### config.mk
export PLATFORM = sky130hd
export DESIGN_NAME = mem_port_arbiter
export DESIGN_NICKNAME = d
export VERILOG_FILES = /design/src/rtl/mem_port_arbiter.sv
export SDC_FILE = /design/constraint.sdc
export NUM_CORES = 1
export LEC_CHECK = 0
export CORE_AREA = 2 2 107 109
export CTS_CLUSTER_SIZE = 24
export DETAILED_ROUTE_END_ITERATION = 6
export DIE_AREA = 0 0 109 111
export GPL_ROUTABILITY_DRIVEN = 0
export HOLD_SLACK_MARGIN = 0.02
export PLACE_DENSITY = 0.58
export SYNTH_ARGS = -nofsm -noshare
export SYNTH_HDL_FRONTEND = slang
export SYNTH_SLANG_ARGS = --single-unit
export TNS_END_PERCENT = 100
### constraint.sdc
create_clock -name clk -period 1.7 [get_ports clk]
set_input_delay 0.17 -clock clk [delete_from_list [all_inputs] [get_ports clk]]
set_output_delay 0.17 -clock clk [all_outputs]
set_load 0.02 [all_outputs]
### src/rtl/mem_port_arbiter.sv
// Round-robin arbiter for the shared instruction/data memory port.
// Port 0 = instruction fetch, port 1 = data memory. A two-state FSM sequences
// each access, drives the address/write-data mux select and aborts accesses
// the memory does not answer within TIMEOUT busy cycles.
module mem_port_arbiter #(
    parameter int TIMEOUT = 16
) (
    input  logic        clk,
    input  logic        rst,
    input  logic        req_0,
    input  logic [31:0] addr_0,
    input  logic        we_0,
    input  logic [31:0] wdata_0,
    input  logic        req_1,
    input  logic [31:0] addr_1,
    input  logic        we_1,
    input  logic [31:0] wdata_1,
    input  logic [31:0] mem_rdata,
    input  logic        mem_ready,
    output logic        mem_req,
    output logic [31:0] mem_addr,
    output logic        mem_we,
    output logic [31:0] mem_wdata,
    output logic        sel,
    output logic [31:0] rdata,
    output logic        done_0,
    output logic        done_1,
    output logic        err,
    output logic        stall_0,
    output logic        stall_1
);

    localparam int CW = (TIMEOUT > 2) ? $clog2(TIMEOUT) : 1;
    localparam logic [CW-1:0] TLAST = CW'(TIMEOUT - 1);

    typedef enum logic {IDLE = 1'b0, BUSY = 1'b1} state_t;

    state_t          state_q, state_d;
    logic            sel_q, sel_d;
    logic            last_q, last_d;
    logic [CW-1:0]   tcnt_q, tcnt_d;

    logic            busy, timeout, complete;
    logic            r0, r1, winner;

    assign busy     = (state_q == BUSY);
    assign timeout  = (tcnt_q == TLAST);
    assign complete = busy & (mem_ready | timeout);

    // Completion, abort and stall indications back to the pipeline
    assign done_0  = complete & ~sel_q;
    assign done_1  = complete &  sel_q;
    assign err     = busy & timeout & ~mem_ready;
    assign stall_0 = req_0 & ~done_0;
    assign stall_1 = req_1 & ~done_1;

    // Memory-side muxes, steered only by the registered select
    assign sel       = sel_q;
    assign mem_req   = busy;
    assign mem_addr  = sel_q ? addr_1  : addr_0;
    assign mem_wdata = sel_q ? wdata_1 : wdata_0;
    assign mem_we    = (sel_q ? we_1 : we_0) & busy;
    assign rdata     = mem_rdata;

    // Next-state logic: arbitrate in IDLE and on the completion cycle, where
    // the completing port is masked so the other port gets the next slot
    always_comb begin
        state_d = state_q;
        sel_d   = sel_q;
        last_d  = last_q;
        tcnt_d  = tcnt_q;
        r0      = req_0;
        r1      = req_1;
        if (busy) begin
            r0 = req_0 &  sel_q;
            r1 = req_1 & ~sel_q;
        end
        // On a tie the port not granted last wins; otherwise the lone requester
        winner = (r0 & r1) ? ~last_q : r1;
        case (state_q)
            IDLE: begin
                if (r0 | r1) begin
                    state_d = BUSY;
                    sel_d   = winner;
                    tcnt_d  = '0;
                end
            end
            BUSY: begin
                if (complete) begin
                    last_d = sel_q;
                    if (r0 | r1) begin
                        sel_d  = winner;
                        tcnt_d = '0;
                    end else begin
                        state_d = IDLE;
                    end
                end else begin
                    tcnt_d = tcnt_q + CW'(1);
                end
            end
            default: state_d = IDLE;
        endcase
    end

    // State registers; reset abandons any access in flight and favours port 0
    always_ff @(posedge clk) begin
        if (rst) begin
            state_q <= IDLE;
            sel_q   <= 1'b0;
            last_q  <= 1'b1;
            tcnt_q  <= '0;
        end else begin
            state_q <= state_d;
            sel_q   <= sel_d;
            last_q  <= last_d;
            tcnt_q  <= tcnt_d;
        end
    end

endmodule

==> summary.txt <==
Layout
  • Area of the multi-input gates: between 0.001 and 0.0015 sq mm
  • Layout fillers: about 1200
  • Share of cells above drive strength 1: 0.331
  • Post-route insts no fill: between 400 and 500
  • Register area: 144 sq um
  • Synth-to-Final Area Change: 142%
  • Net total in the final layout: between 500 and 600
  • Finished Core Util: 0.321
  • Post-route cell area: approximately 0.0036 sq mm

Setup path
  • CP arrival: 1.49 ns
  • CP Launch Type: flip-flop
  • Crit end category: output port
  • Crit Path Max Fanout: 24
  • WP buf/inv: 2
  • CP top delay family: buffers and inverters
  • CP required: between 1.5 and 2 ns
  • Crit Path Category: flip-flop to output port
  • Largest stage delay on the critical path: 0.39 ns
  • Cells along the critical path: buf_12 > mux2_2 > dlygate4sd2_1
  • Critical-path top delay cell: dfxtp_4

Placement
  • Port buffer count: roughly 210
  • Placed insts: 480
  • Post-DP Area: ~0.0036 sq mm
  • Pre-CTS setup slack: -0.210 ns
  • DP Wirelength: 6020 microns

Power
  • Leakage: 1.41 nW
  • Combinational share of power: 0.652
  • Internal power: 1.15 mW
  • Sw power: 0.588 mW
  • Sw Ratio: 0.339
  • PwrDens: 487 mW/mm^2
  • Clock power frac: 0.241
  • Seq pwr share: 0.107
  • Peak supply drop: between 0.4 and 0.5 mV
  • Total Power: 1.73 mW

Routing
  • Initial DRC count: between 40 and 50
  • Drt drc: 0
  • Pre-antenna DRT Iters: 4
  • Detailed Route WL: ~7000 microns
  • Via/cell ratio: around 3.9
  • Antenna-violating nets left: 0
  • Routed length per placed instance: between 10 and 15 microns
  • Routed via count: 1900

Min path
  • HP Class: input pin to output port

Timing
  • Setup ws final: 0.0392 ns
  • Setup TNS: 0 ns
  • Min Clock Period, post-route: roughly 1.7 ns
  • Count of final setup violators: 0
  • Slew margin rel.: 0.779
  • Max Slew Vio Count: 0
  • RSZ-0062 raised after global routing: yes
  • Max Clk Rate: 602 MHz
  • Final hold slack: roughly 0.34 ns
  • Final period util: 0.977
  • Slew @ Worst Pin: between 0.3 and 0.4 ns
  • Final Hold Fails: 0
  • Clk_skew: 0.00226 ns

Clock tree
  • # hold bufs at CTS: 0
  • Total CTS buffers: 3
  • Clk buf depth: 2
  • Clock root buffer: clkbuf_16
  • Clock Sinks: 7
  • H-tree Lvls: 1
  • Clk Latency, worst-skew pair: 0.24 ns
  • Reg clk slew, reported paths: approximately 0.040 ns
  • CTS tree: done

Synthesis
  • Area contributors post-synth: mux2_2 49%, buf_4 17%, dfxtp_1 9.5%
  • Syn Std Cell Area: 0.00147 sq mm
  • Syn Area/Cell: 9.45 sq um
  • Yosys top cell by area: mux2_2
  • Yosys reg bits: 7
  • Mapped Cells: 156
  • Seq/Total Area, Yosys: 0.0951
  • Post-synth cell types: 33
  • Post-synth top area share: 0.489
  • Syn_nets: 324
  • Synth warn: 0

GRT
  • Grt peak-use layer: met2
  • Met3 Track Usage GR: 0.0341
  • GRT overflow: 0
  • Number of global-route vias before repair: approximately 2000
  • Initial antenna violation count: 1
  • GR Util met1: 0.101
  • First-pass GRT wire length: a little over 10000 microns
  • Pin count of the biggest net entering global routing: 30
  • GRT Resource Usage Total: 0.106
  • Met2 GRT Util: 0.209

Floorplanning
  • Initial core utilization: 0.133
  • I/O pins: about 270
  • Die width: 109 microns
  • Row count: 39
  • Die Area: 0.0121 sq mm
  • Core Area: between 0.01 and 0.015 sq mm
  • Height of the die: approximately 110 microns

Flow run
  • MaxCap Viol Count: 0

Run status
  • Status: finished, final reports clean
## cell families after synthesis
group	count (synthesis)	share of synthesized area
compound gates	17	0.100
fa+ha+maj	1	0.00849
simple gates	22	0.0968
flops	7	0.0951
mux	65	0.496
buf+inv	44	0.204
## power groups by stage
stage | clock network [mW] | logic (mW) | registers [mW]
2_1_floorplan | 0 | 0.647 | 0.189
3_3_place_gp | 0 | 1.24 | 0.187
3_5_place_dp | 0 | 1.25 | 0.188
4_1_cts | 0.422 | 1.14 | 0.186
5_1_grt | 0.430 | 1.20 | 0.187
6_report | 0.417 | 1.13 | 0.185
## worst register-to-register path, cell delays in order (launching register included)
cell	delay [ns]
dfxtp_1	0.31
ha_1	0.21
and3_4	0.20
buf_4	0.14
or4_1	0.46
o31ai_1	0.08
## synth_stat cells (all sizes together)
cell type and number:
buf 40, nor3b 1, o41ai 1, a211o 2, and3 1, dfxtp 7, a22oi 1, nand4 1
nand4b 1, ha 1, o311ai 1, mux2i 1, o221a 1, o21a 1, clkbuf 1, o211a 1
o31ai 1, mux2 64, and4 1, o21ba 1, nand2b 4, o211ai 1, or2b 1, a21bo 1
or4 2, nor2b 4, a21oi 1, nor2 4, o21ai 4, nand3 2, inv 3
## cells in the final DEF, fill, tap and decap left out, types with 4 or more instances in the layout
| master | instances |
|---|---|
| mux2_2 | 64 |
| dfxtp_1 | 6 |
| dlygate4sd2_1 | 21 |
| clkdlybuf4s50_1 | 136 |
| clkdlybuf4s15_1 | 31 |
| nor2b_1 | 4 |
| buf_4 | 15 |
| clkbuf_2 | 15 |
## worst paths after layout
| path | start | to | slack (ns) | cells after the start |
|---|---|---|---|---|
| hold reg to reg | last_q | last_q | 0.46 | 1 |
| setup / recovery | sel | mem_addr[10] | 0.04 | 3 |
| hold / removal | mem_rdata[16] | rdata[16] | 0.34 | 0 |
| setup reg to reg | tcnt_q[0] | tcnt_q[0] | 0.22 | 5 |
## layer usage
layer  part of all wire  vias to the layer above
li1                   -                      907
met1               0.32                      865
met2               0.54                      117
met3               0.13                       11
met4             0.0098                        0
met5                  0                        -
## flip-flops by register name (all words and copies together) (netlist names)
name     count
sel          1
tcnt_q       4
last_q       1
mem_req      1
## final cells by class
type                       instances  area share
timing repair buffer             222       0.590
multi-input combinational        105       0.293
tap                              143      0.0503
sequential                         7      0.0404
clock buffer                       4      0.0221
inverter                           3     0.00316
antenna                            1    0.000703
## timing repair
action                     in CTS  in global routing
pin swaps                       0                  1
resized for setup              91                 51
buffers inserted                0                  0
setup endpoints to repair      69                 53
Note: power is estimated with default switching activity, not from simulation.
